--- src/rtl/rotary_button_interpret.sv ---
`default_nettype none
// ============================================================================
// Module  : rotary_button_interpret
// Purpose : Synchronise, debounce and decode a push-button quadrature encoder
//           into one-clock right / left / down event pulses.
// Revision: 1.0
// ============================================================================
module rotary_button_interpret #(
  parameter int ROT_DEBOUNCE = 50,
  parameter int BTN_DEBOUNCE = 5000
) (
  input  logic clk,
  input  logic rst_n,
  input  logic rotA,
  input  logic rotB,
  input  logic rotCenter,
  output logic right,
  output logic left,
  output logic down
);

  localparam int RW = (ROT_DEBOUNCE > 1) ? $clog2(ROT_DEBOUNCE) : 1;
  localparam int BW = (BTN_DEBOUNCE > 1) ? $clog2(BTN_DEBOUNCE) : 1;
  localparam logic [RW-1:0] c_ROT_LAST = RW'(ROT_DEBOUNCE - 1);
  localparam logic [BW-1:0] c_BTN_LAST = BW'(BTN_DEBOUNCE - 1);

  typedef enum logic [2:0] {
    ST_IDLE     = 3'd0,
    ST_CW1      = 3'd1,
    ST_CCW1     = 3'd2,
    ST_CW_HALF  = 3'd3,
    ST_CCW_HALF = 3'd4
  } state_t;

  // Bit 1 carries phase A, bit 0 phase B, so vectors read as "AB".
  logic [1:0] w_ab_raw;
  logic [1:0] r_ab_meta;
  logic [1:0] r_ab_sync;
  logic [1:0] w_ab_filt;

  assign w_ab_raw = {rotA, rotB};

  always_ff @(posedge clk or negedge rst_n) begin
    if (!rst_n) begin
      r_ab_meta <= 2'b00;
      r_ab_sync <= 2'b00;
    end else begin
      r_ab_meta <= w_ab_raw;
      r_ab_sync <= r_ab_meta;
    end
  end

  generate
    for (genvar i = 0; i < 2; i++) begin : g_rot_db
      logic [RW-1:0] r_cnt;
      logic          r_filt;

      always_ff @(posedge clk or negedge rst_n) begin
        if (!rst_n) begin
          r_cnt  <= '0;
          r_filt <= 1'b0;
        end else if (r_ab_sync[i] == r_filt) begin
          r_cnt  <= '0;
        end else if (r_cnt == c_ROT_LAST) begin
          r_filt <= r_ab_sync[i];
          r_cnt  <= '0;
        end else begin
          r_cnt  <= r_cnt + RW'(1);
        end
      end

      assign w_ab_filt[i] = r_filt;
    end
  endgenerate

  // The decoder only arms once AB has been settled at 00, so an encoder left
  // mid-detent across a reset cannot produce a spurious pulse.
  logic          w_ab_quiet;
  logic [RW-1:0] r_settle;
  logic          r_armed;

  assign w_ab_quiet = (r_ab_sync == 2'b00) && (w_ab_filt == 2'b00);

  always_ff @(posedge clk or negedge rst_n) begin
    if (!rst_n) begin
      r_settle <= '0;
      r_armed  <= 1'b0;
    end else if (!w_ab_quiet) begin
      r_settle <= '0;
    end else if (!r_armed) begin
      if (r_settle == c_ROT_LAST) begin
        r_armed <= 1'b1;
      end else begin
        r_settle <= r_settle + RW'(1);
      end
    end
  end

  state_t r_state;
  state_t w_state_nxt;
  logic   w_right_nxt;
  logic   w_left_nxt;
  logic   r_right;
  logic   r_left;

  always_ff @(posedge clk or negedge rst_n) begin
    if (!rst_n) begin
      r_state <= ST_IDLE;
      r_right <= 1'b0;
      r_left  <= 1'b0;
    end else begin
      r_state <= w_state_nxt;
      r_right <= w_right_nxt;
      r_left  <= w_left_nxt;
    end
  end

  always_comb begin
    w_state_nxt = r_state;
    w_right_nxt = 1'b0;
    w_left_nxt  = 1'b0;
    case (r_state)
      ST_IDLE: begin
        if (r_armed) begin
          if (w_ab_filt == 2'b10) begin
            w_state_nxt = ST_CW1;
          end else if (w_ab_filt == 2'b01) begin
            w_state_nxt = ST_CCW1;
          end
        end
      end
      ST_CW1: begin
        if (w_ab_filt == 2'b11) begin
          w_state_nxt = ST_CW_HALF;
          w_right_nxt = 1'b1;
        end else if (w_ab_filt == 2'b00) begin
          w_state_nxt = ST_IDLE;
        end
      end
      ST_CCW1: begin
        if (w_ab_filt == 2'b11) begin
          w_state_nxt = ST_CCW_HALF;
          w_left_nxt  = 1'b1;
        end else if (w_ab_filt == 2'b00) begin
          w_state_nxt = ST_IDLE;
        end
      end
      ST_CW_HALF, ST_CCW_HALF: begin
        if (w_ab_filt == 2'b00) begin
          w_state_nxt = ST_IDLE;
        end
      end
      default: w_state_nxt = ST_IDLE;
    endcase
  end

  logic          r_btn_meta;
  logic          r_btn_sync;
  logic          r_btn_filt;
  logic          r_btn_prev;
  logic [BW-1:0] r_btn_cnt;
  logic          r_down;

  always_ff @(posedge clk or negedge rst_n) begin
    if (!rst_n) begin
      r_btn_meta <= 1'b0;
      r_btn_sync <= 1'b0;
      r_btn_filt <= 1'b0;
      r_btn_cnt  <= '0;
      r_btn_prev <= 1'b0;
      r_down     <= 1'b0;
    end else begin
      r_btn_meta <= rotCenter;
      r_btn_sync <= r_btn_meta;
      r_btn_prev <= r_btn_filt;
      r_down     <= r_btn_filt & ~r_btn_prev;
      if (r_btn_sync == r_btn_filt) begin
        r_btn_cnt  <= '0;
      end else if (r_btn_cnt == c_BTN_LAST) begin
        r_btn_filt <= r_btn_sync;
        r_btn_cnt  <= '0;
      end else begin
        r_btn_cnt  <= r_btn_cnt + BW'(1);
      end
    end
  end

  assign right = r_right;
  assign left  = r_left;
  assign down  = r_down;

endmodule
`default_nettype wire

--- config.mk ---
export PLATFORM = sky130hd
export DESIGN_NAME = rotary_button_interpret
export DESIGN_NICKNAME = d
export VERILOG_FILES = /design/src/rtl/rotary_button_interpret.sv
export SDC_FILE = /design/constraint.sdc
export NUM_CORES = 1
export LEC_CHECK = 0
export ABC_AREA = 1
export CORE_UTILIZATION = 54
export DETAILED_ROUTE_END_ITERATION = 16
export PLACE_DENSITY = 0.77
export SYNTH_ARGS = -nofsm -noshare
export SYNTH_HDL_FRONTEND = slang
export SYNTH_SLANG_ARGS = --single-unit
--- constraint.sdc ---
create_clock -name clk -period 1.07 [get_ports clk]
set_input_delay 0.1605 -clock clk [delete_from_list [all_inputs] [get_ports clk]]
set_output_delay 0.1605 -clock clk [all_outputs]
set_load 0.005 [all_outputs]
==> results of run 1 <==
[area by class of cell]
class	count	area, µm²
repair buffers	62	502
fillers	236	737
inverters	36	135
clock buffers	6	82.6
clock inverters	2	38.8
multi-input cells	179	1270
flip-flops and latches	48	1200
well taps	50	62.6
[per-layer routing]
metal,global-route usage,share of wire
met1,0.285,0.39
met2,0.419,0.54
met3,0.0411,0.033
met4,0.128,0.035
met5,0,0
[stage by stage]
step / instance area (µm²) / setup TNS, ps / util / setup slack (ps) / cells
3_5_place_dp: 2740 / -2860 / 0.679 / -189 / 358
2_1_floorplan: 2310 / -588 / - / -76.7 / 263
6_report: 3290 / -4460 / 0.817 / -274 / 383
5_1_grt: 3290 / -6700 / 0.817 / -319 / 383
3_3_place_gp: 2740 / -1950 / 0.679 / -152 / 358
4_1_cts: 3100 / -3300 / 0.768 / -196 / 378
[worst max-delay path by stage]
stage | start | end | slack [ps] | cells past startpoint
finish | r_btn_cnt[1]$_DFF_PN0_ | r_btn_cnt[6]$_DFF_PN0_ | -270 | 6
global route | r_btn_cnt[0]$_DFF_PN0_ | r_btn_cnt[5]$_DFF_PN0_ | -320 | 6
CTS | r_btn_cnt[1]$_DFF_PN0_ | r_btn_cnt[6]$_DFF_PN0_ | -200 | 6
detailed placement | r_settle[1]$_DFFE_PN0P_ | r_settle[2]$_DFFE_PN0P_ | -190 | 8
global placement | r_settle[1]$_DFFE_PN0P_ | r_settle[2]$_DFFE_PN0P_ | -150 | 8
floorplan | r_settle[0]$_DFFE_PN0P_ | r_settle[5]$_DFFE_PN0P_ | -80 | 7
[sequential cells by signal, summed over array words and instances, names as in the netlist, 2 cells and up]
register / count
r_state: 3
r_settle: 6
r_ab_sync: 2
g_rot_db.r_filt: 2
r_btn_cnt: 13
g_rot_db.r_cnt: 12
r_ab_meta: 2
[cell usage in the layout, fill, tap and decap left out, types with 5 or more instances in the layout]
cell	instances
nand2_1	43
nand3_2	10
inv_1	25
xor2_1	7
inv_2	11
nand2_2	5
clkbuf_8	6
nor2_4	10
nor2_2	9
nand4_1	12
dfrtp_1	45
buf_6	5
nor2_1	32
nand3_1	9
buf_4	48
[power by group]
part           switching, mW  internal [mW]  leakage [nW]
clock                  0.619          0.764        0.0614
sequential            0.0408           1.86         0.644
combinational          0.150          0.145         0.848
[kinds of logic (layout without fill, tap and decap cells)]
family | count (synthesis) | after routing | synth area share
simple gates | 141 | 141 | 0.281
compound gates | 18 | 18 | 0.0445
buf+inv | 36 | 106 | 0.0593
fa+ha+maj | 7 | 7 | 0.0384
flops | 48 | 48 | 0.527
xor+xnor | 13 | 13 | 0.0499
[worst max-delay path, stage by stage (launching register included)]
cell and delay (ps):
dfrtp_1 410, ha_4 170, nand2_4 60, nor2_4 200
nand3_2 140, xor2_1 180, nor2_1 60
[repair_timing]
action	4_1_cts	5_1_grt
resized for setup	42	46
setup endpoints to repair	34	39
buffers inserted	11	6
hold buffers	1	0
pin swaps	24	21
endpoints found under the hold margin	48	0
==> flow_metrics.py, run 1 <==
metrics = {
    "outcome": {
        "status": "complete, but fails checks",
        "violations": "negative setup slack",
    },
    "synth": {
        "synthTopCellsByArea": "dfrtp_1 53%, nand2_1 8.2%, nor2_1 7.6%",
        "ys_types": 23,
        "ys.flop_type": "dfrtp_1",
        "yosys_warnings": 0,
        "synth_fp_nets": 275,
        "synth_seq_cells": 48,
        "synth_edf_count": 0,
        "synth-seq-area-share": 0.527,
        "synth_top_area_cell": "dfrtp_1",
        "synth.most_common_cell": "nand2_1",
        "yosysTopAreaCellShare": 0.527,
        "synth.avg_cell_area_um2": 8.67,
        "ys_async_sr_fraction": 1.00,
        "netlist_top_cells_count": "50 x nand2_1, 48 x dfrtp_1, 46 x nor2_1",
        "syn_inst": 263,
        "synth_area_um2": 2280,
    },
    "run": {
        "cap_violations": 0,
    },
    "timing": {
        "setup_viol": 34,
        "tightest_slew_ps": 329,
        "post-route-period-util": 1.26,
        "fin_crit_ps": 1340,
        "rsz0062_at_grt": "yes",
        "slew_viol_final": 0,
        "hold_viol_final": 0,
        "max_freq_mhz": 744,
        "fin_ws_ps": -274,
        "maxSlewHeadroom": 0.781,
        "finClkSkew_ps": 15.0,
        "holdWs_ps": 273,
    },
    "clock_network": {
        "clockBufferDepth": 2,
        "clock_latency_ps": 310,
        "clk_pin_slew_ps": 100,
        "cts_num_sinks": 48,
        "cts_buffers": 5,
        "clockRootBuffer": "clkbuf_8",
        "htreeDepth": 2,
        "cts_tree": "done",
    },
    "setup_path": {
        "crit_required_ps": 1260,
        "r2r_setup_slack_ps": -270,
        "worstSetupStartpointType": "flip-flop",
        "path_class": "reg -> reg",
        "cp-end-kind": "flip-flop",
        "rr_worst_depth": 6,
        "r2r_start": "r_btn_cnt[1]$_DFF_PN0_",
        "worst-path-max-fanout": 6,
        "cp.arrival_ps": 1540,
        "regToRegEndpoint": "r_btn_cnt[6]$_DFF_PN0_",
    },
    "placed_design": {
        "numPortBuffers": 7,
        "place.gp.congestion": 0.860,
        "hpwl_mm": 2.98,
    },
    "detailed_routing": {
        "route.vias.total": 2020,
        "first_pass_iters": 4,
        "wl_per_cell_um": 14.8,
        "drcViolationCount": 0,
        "wirelength_mm": 5.67,
        "viasPerCell": 5.27,
        "ant_nets": 0,
        "drt-initial-drc-count": 204,
    },
    "pwr": {
        "vdd_drop_max_mv": 1.15,
        "p_total_mw": 3.58,
        "p_per_area_nw_per_um2": 1090,
        "p_leak_nw": 1.55,
    },
    "finish": {
        "nNetsFinal": 344,
        "syn_to_final_growth_pct": 44.4,
        "drive_above_1_share": 0.423,
        "n_antenna_cell": 0,
    },
    "hold_path": {
        "min-delay-start": "rotCenter",
        "worstHoldEndpoint": "r_btn_meta$_DFF_PN0_",
        "hp-class": "in -> reg",
        "holdPathStages": 1,
    },
    "floorplan": {
        "core_area_um2": 4030,
        "fp.dieW_um": 67.0,
        "num_rows": 23,
        "die_h_um": 67.0,
        "dieArea_um2": 4490,
        "start_util": 0.566,
        "ios": 8,
    },
    "grt": {
        "grt_max_degree": 49,
        "grt_pass1_vias": 1934,
        "grt_usage": 0.242,
        "grt_pass1_wl_mm": 8.02,
        "antenna_found_initial": 0,
        "gr-total-overflow": 0,
    },
}
Note: power is estimated with default switching activity, not from simulation.
==> run 2: changes to the inputs <==
- CELL_PAD_IN_SITES_DETAIL_PLACEMENT: not set -> 0
- CELL_PAD_IN_SITES_GLOBAL_PLACEMENT: not set -> 2
- CORE_UTILIZATION: 54 -> 40
- PLACE_DENSITY: 0.77 -> 0.85
- clock period: 1.07 -> 1.64 ns (I/O delays scaled with it)
==> flow_metrics.py, run 2 (synthesis results as in run 1) <==
metrics = {
    "clock_network": {
        "clk_pin_slew_ps": 90,
        "htreeDepth": 2,
        "cts_num_sinks": 48,
        "cts_buffers": 5,
        "hold_buffers": 1,
        "clockRootBuffer": "clkbuf_8",
        "clock_latency_ps": 300,
        "clockBufferDepth": 2,
        "post_cts_buffers": 0,
        "cts_resized": 0,
        "cts_tree": "done",
    },
    "setup_path": {
        "cp_top_family": "buffers and inverters",
        "worst-path-max-fanout": 1,
        "crit_buf_inv": 1,
        "worstSetupStartpointType": "flip-flop",
        "cpPeakStageDelay_ps": 490,
        "cp_cell_sequence": "clkdlybuf4s50_1",
        "path_class": "reg -> out",
        "critical-path-slowest-cell": "clkdlybuf4s50_1",
        "crit_required_ps": 1390,
        "cp-end-kind": "output port",
        "cp.arrival_ps": 1130,
    },
    "timing": {
        "setup_viol": 0,
        "post-route-period-util": 0.840,
        "slew_viol_final": 0,
        "hold_viol_final": 0,
        "finClkSkew_ps": 8.13,
        "tightest_slew_ps": 414,
        "max_freq_mhz": 726,
        "fin_tns_setup_ps": 0,
        "rsz0062_at_grt": "no",
        "maxSlewHeadroom": 0.723,
        "fin_crit_ps": 1380,
    },
    "floorplan": {
        "dieArea_um2": 6010,
        "num_rows": 27,
        "core_area_um2": 5510,
        "fp.dieW_um": 77.5,
        "ios": 8,
        "die_h_um": 77.5,
        "start_util": 0.414,
    },
    "pwr": {
        "vdd_drop_max_mv": 0.328,
        "p_leak_nw": 1.24,
        "p_per_area_nw_per_um2": 813,
    },
    "grt": {
        "antenna_found_initial": 0,
        "grt_usage": 0.151,
        "grt_max_degree": 49,
        "grt_pass1_vias": 1587,
        "gr-total-overflow": 0,
        "grt_pass1_wl_mm": 7.14,
    },
    "detailed_routing": {
        "wirelength_mm": 3.92,
        "first_pass_iters": 4,
        "wl_per_cell_um": 11.1,
        "drcViolationCount": 0,
        "ant_nets": 0,
        "route.vias.total": 1652,
        "viasPerCell": 4.69,
        "drt-initial-drc-count": 73,
    },
    "finish": {
        "multiInputGateArea_um2": 943,
        "top_register": "r_btn_cnt",
        "largestRegisters": "r_btn_cnt (13), g_rot_db.r_cnt (12), r_settle (6)",
        "drive_above_1_share": 0.0929,
        "post-route-util": 0.465,
        "mostFrequentLayoutCell": "nand2_1",
        "syn_to_final_growth_pct": 12.3,
        "largest_reg_flops": 13,
        "n_antenna_cell": 0,
        "layout_common_cells": "50 x nand2_1, 48 x dfrtp_1, 46 x nor2_1, 32 x inv_1, 20 x nand3_1",
        "nNetsFinal": 291,
        "fillers": 531,
        "seq_area_um2": 1200,
    },
    "placed_design": {
        "place.gp.congestion": 0.812,
        "numPortBuffers": 7,
        "hpwl_mm": 2.76,
    },
    "outcome": {
        "status": "finished clean",
    },
    "run": {
        "cap_violations": 0,
    },
    "hold_path": {
        "hp-class": "reg -> reg",
    },
}
## run 2: power by group
group | total, mW | internal (mW) | switching [mW]
sequential | 1.23 | 1.21 | 0.0228
clock | 0.745 | 0.345 | 0.400
combinational | 0.104 | 0.0397 | 0.0642
total | 2.08 | 1.59 | 0.487
## run 2: path summary, 6_finish.rpt
| path | start | endpoint | slack [ps] | depth (start not counted) |
|---|---|---|---|---|
| hold / removal | r_btn_meta$_DFF_PN0_ | r_btn_sync$_DFF_PN0_ | 350 | 0 |
| hold reg to reg | r_btn_meta$_DFF_PN0_ | r_btn_sync$_DFF_PN0_ | 350 | 0 |
| setup reg to reg | r_btn_cnt[0]$_DFF_PN0_ | r_btn_cnt[8]$_DFF_PN0_ | 310 | 6 |
| setup / recovery | left$_DFF_PN0_ | left | 260 | 1 |
| min in group asynchronous | rst_n | g_rot_db[1].r_cnt[2]$_DFF_PN0_ | 450 | 3 |
| max in group asynchronous | rst_n | down$_DFF_PN0_ | 960 | 3 |
## run 2: per-stage QoR
stage / hold slack [ps] / total power [mW] / instance area (µm²) / worst slack (ps) / std cells
after CTS: 357 / 2.13 / 2560 / 241 / 352
after floorplan: -49.6 / 1.31 / 2280 / 476 / 263
after detailed placement: 256 / 1.36 / 2450 / 308 / 343
final: 353 / 2.08 / 2560 / 263 / 352
after global placement: 257 / 1.36 / 2450 / 311 / 343
after global routing: 364 / 2.19 / 2560 / 174 / 352
## run 2: cell type report
class                   instances  share of cell area
inverters                      36              0.0528
multi-input cells             179               0.368
well taps                      72              0.0352
flip-flops and latches         48               0.469
repair buffers                  9              0.0371
clock inverters                 2             0.00537
clock buffers                   6              0.0322
## run 2: metal layers
layer  share of wire  wire (µm)  vias up  global-route usage
li1                -          -      864                   -
met1            0.50       1960      765               0.189
met2            0.46       1820       21               0.253
met3           0.027        106        2              0.0318
met4          0.0074         29        0              0.0566
met5               0          0        -                   0
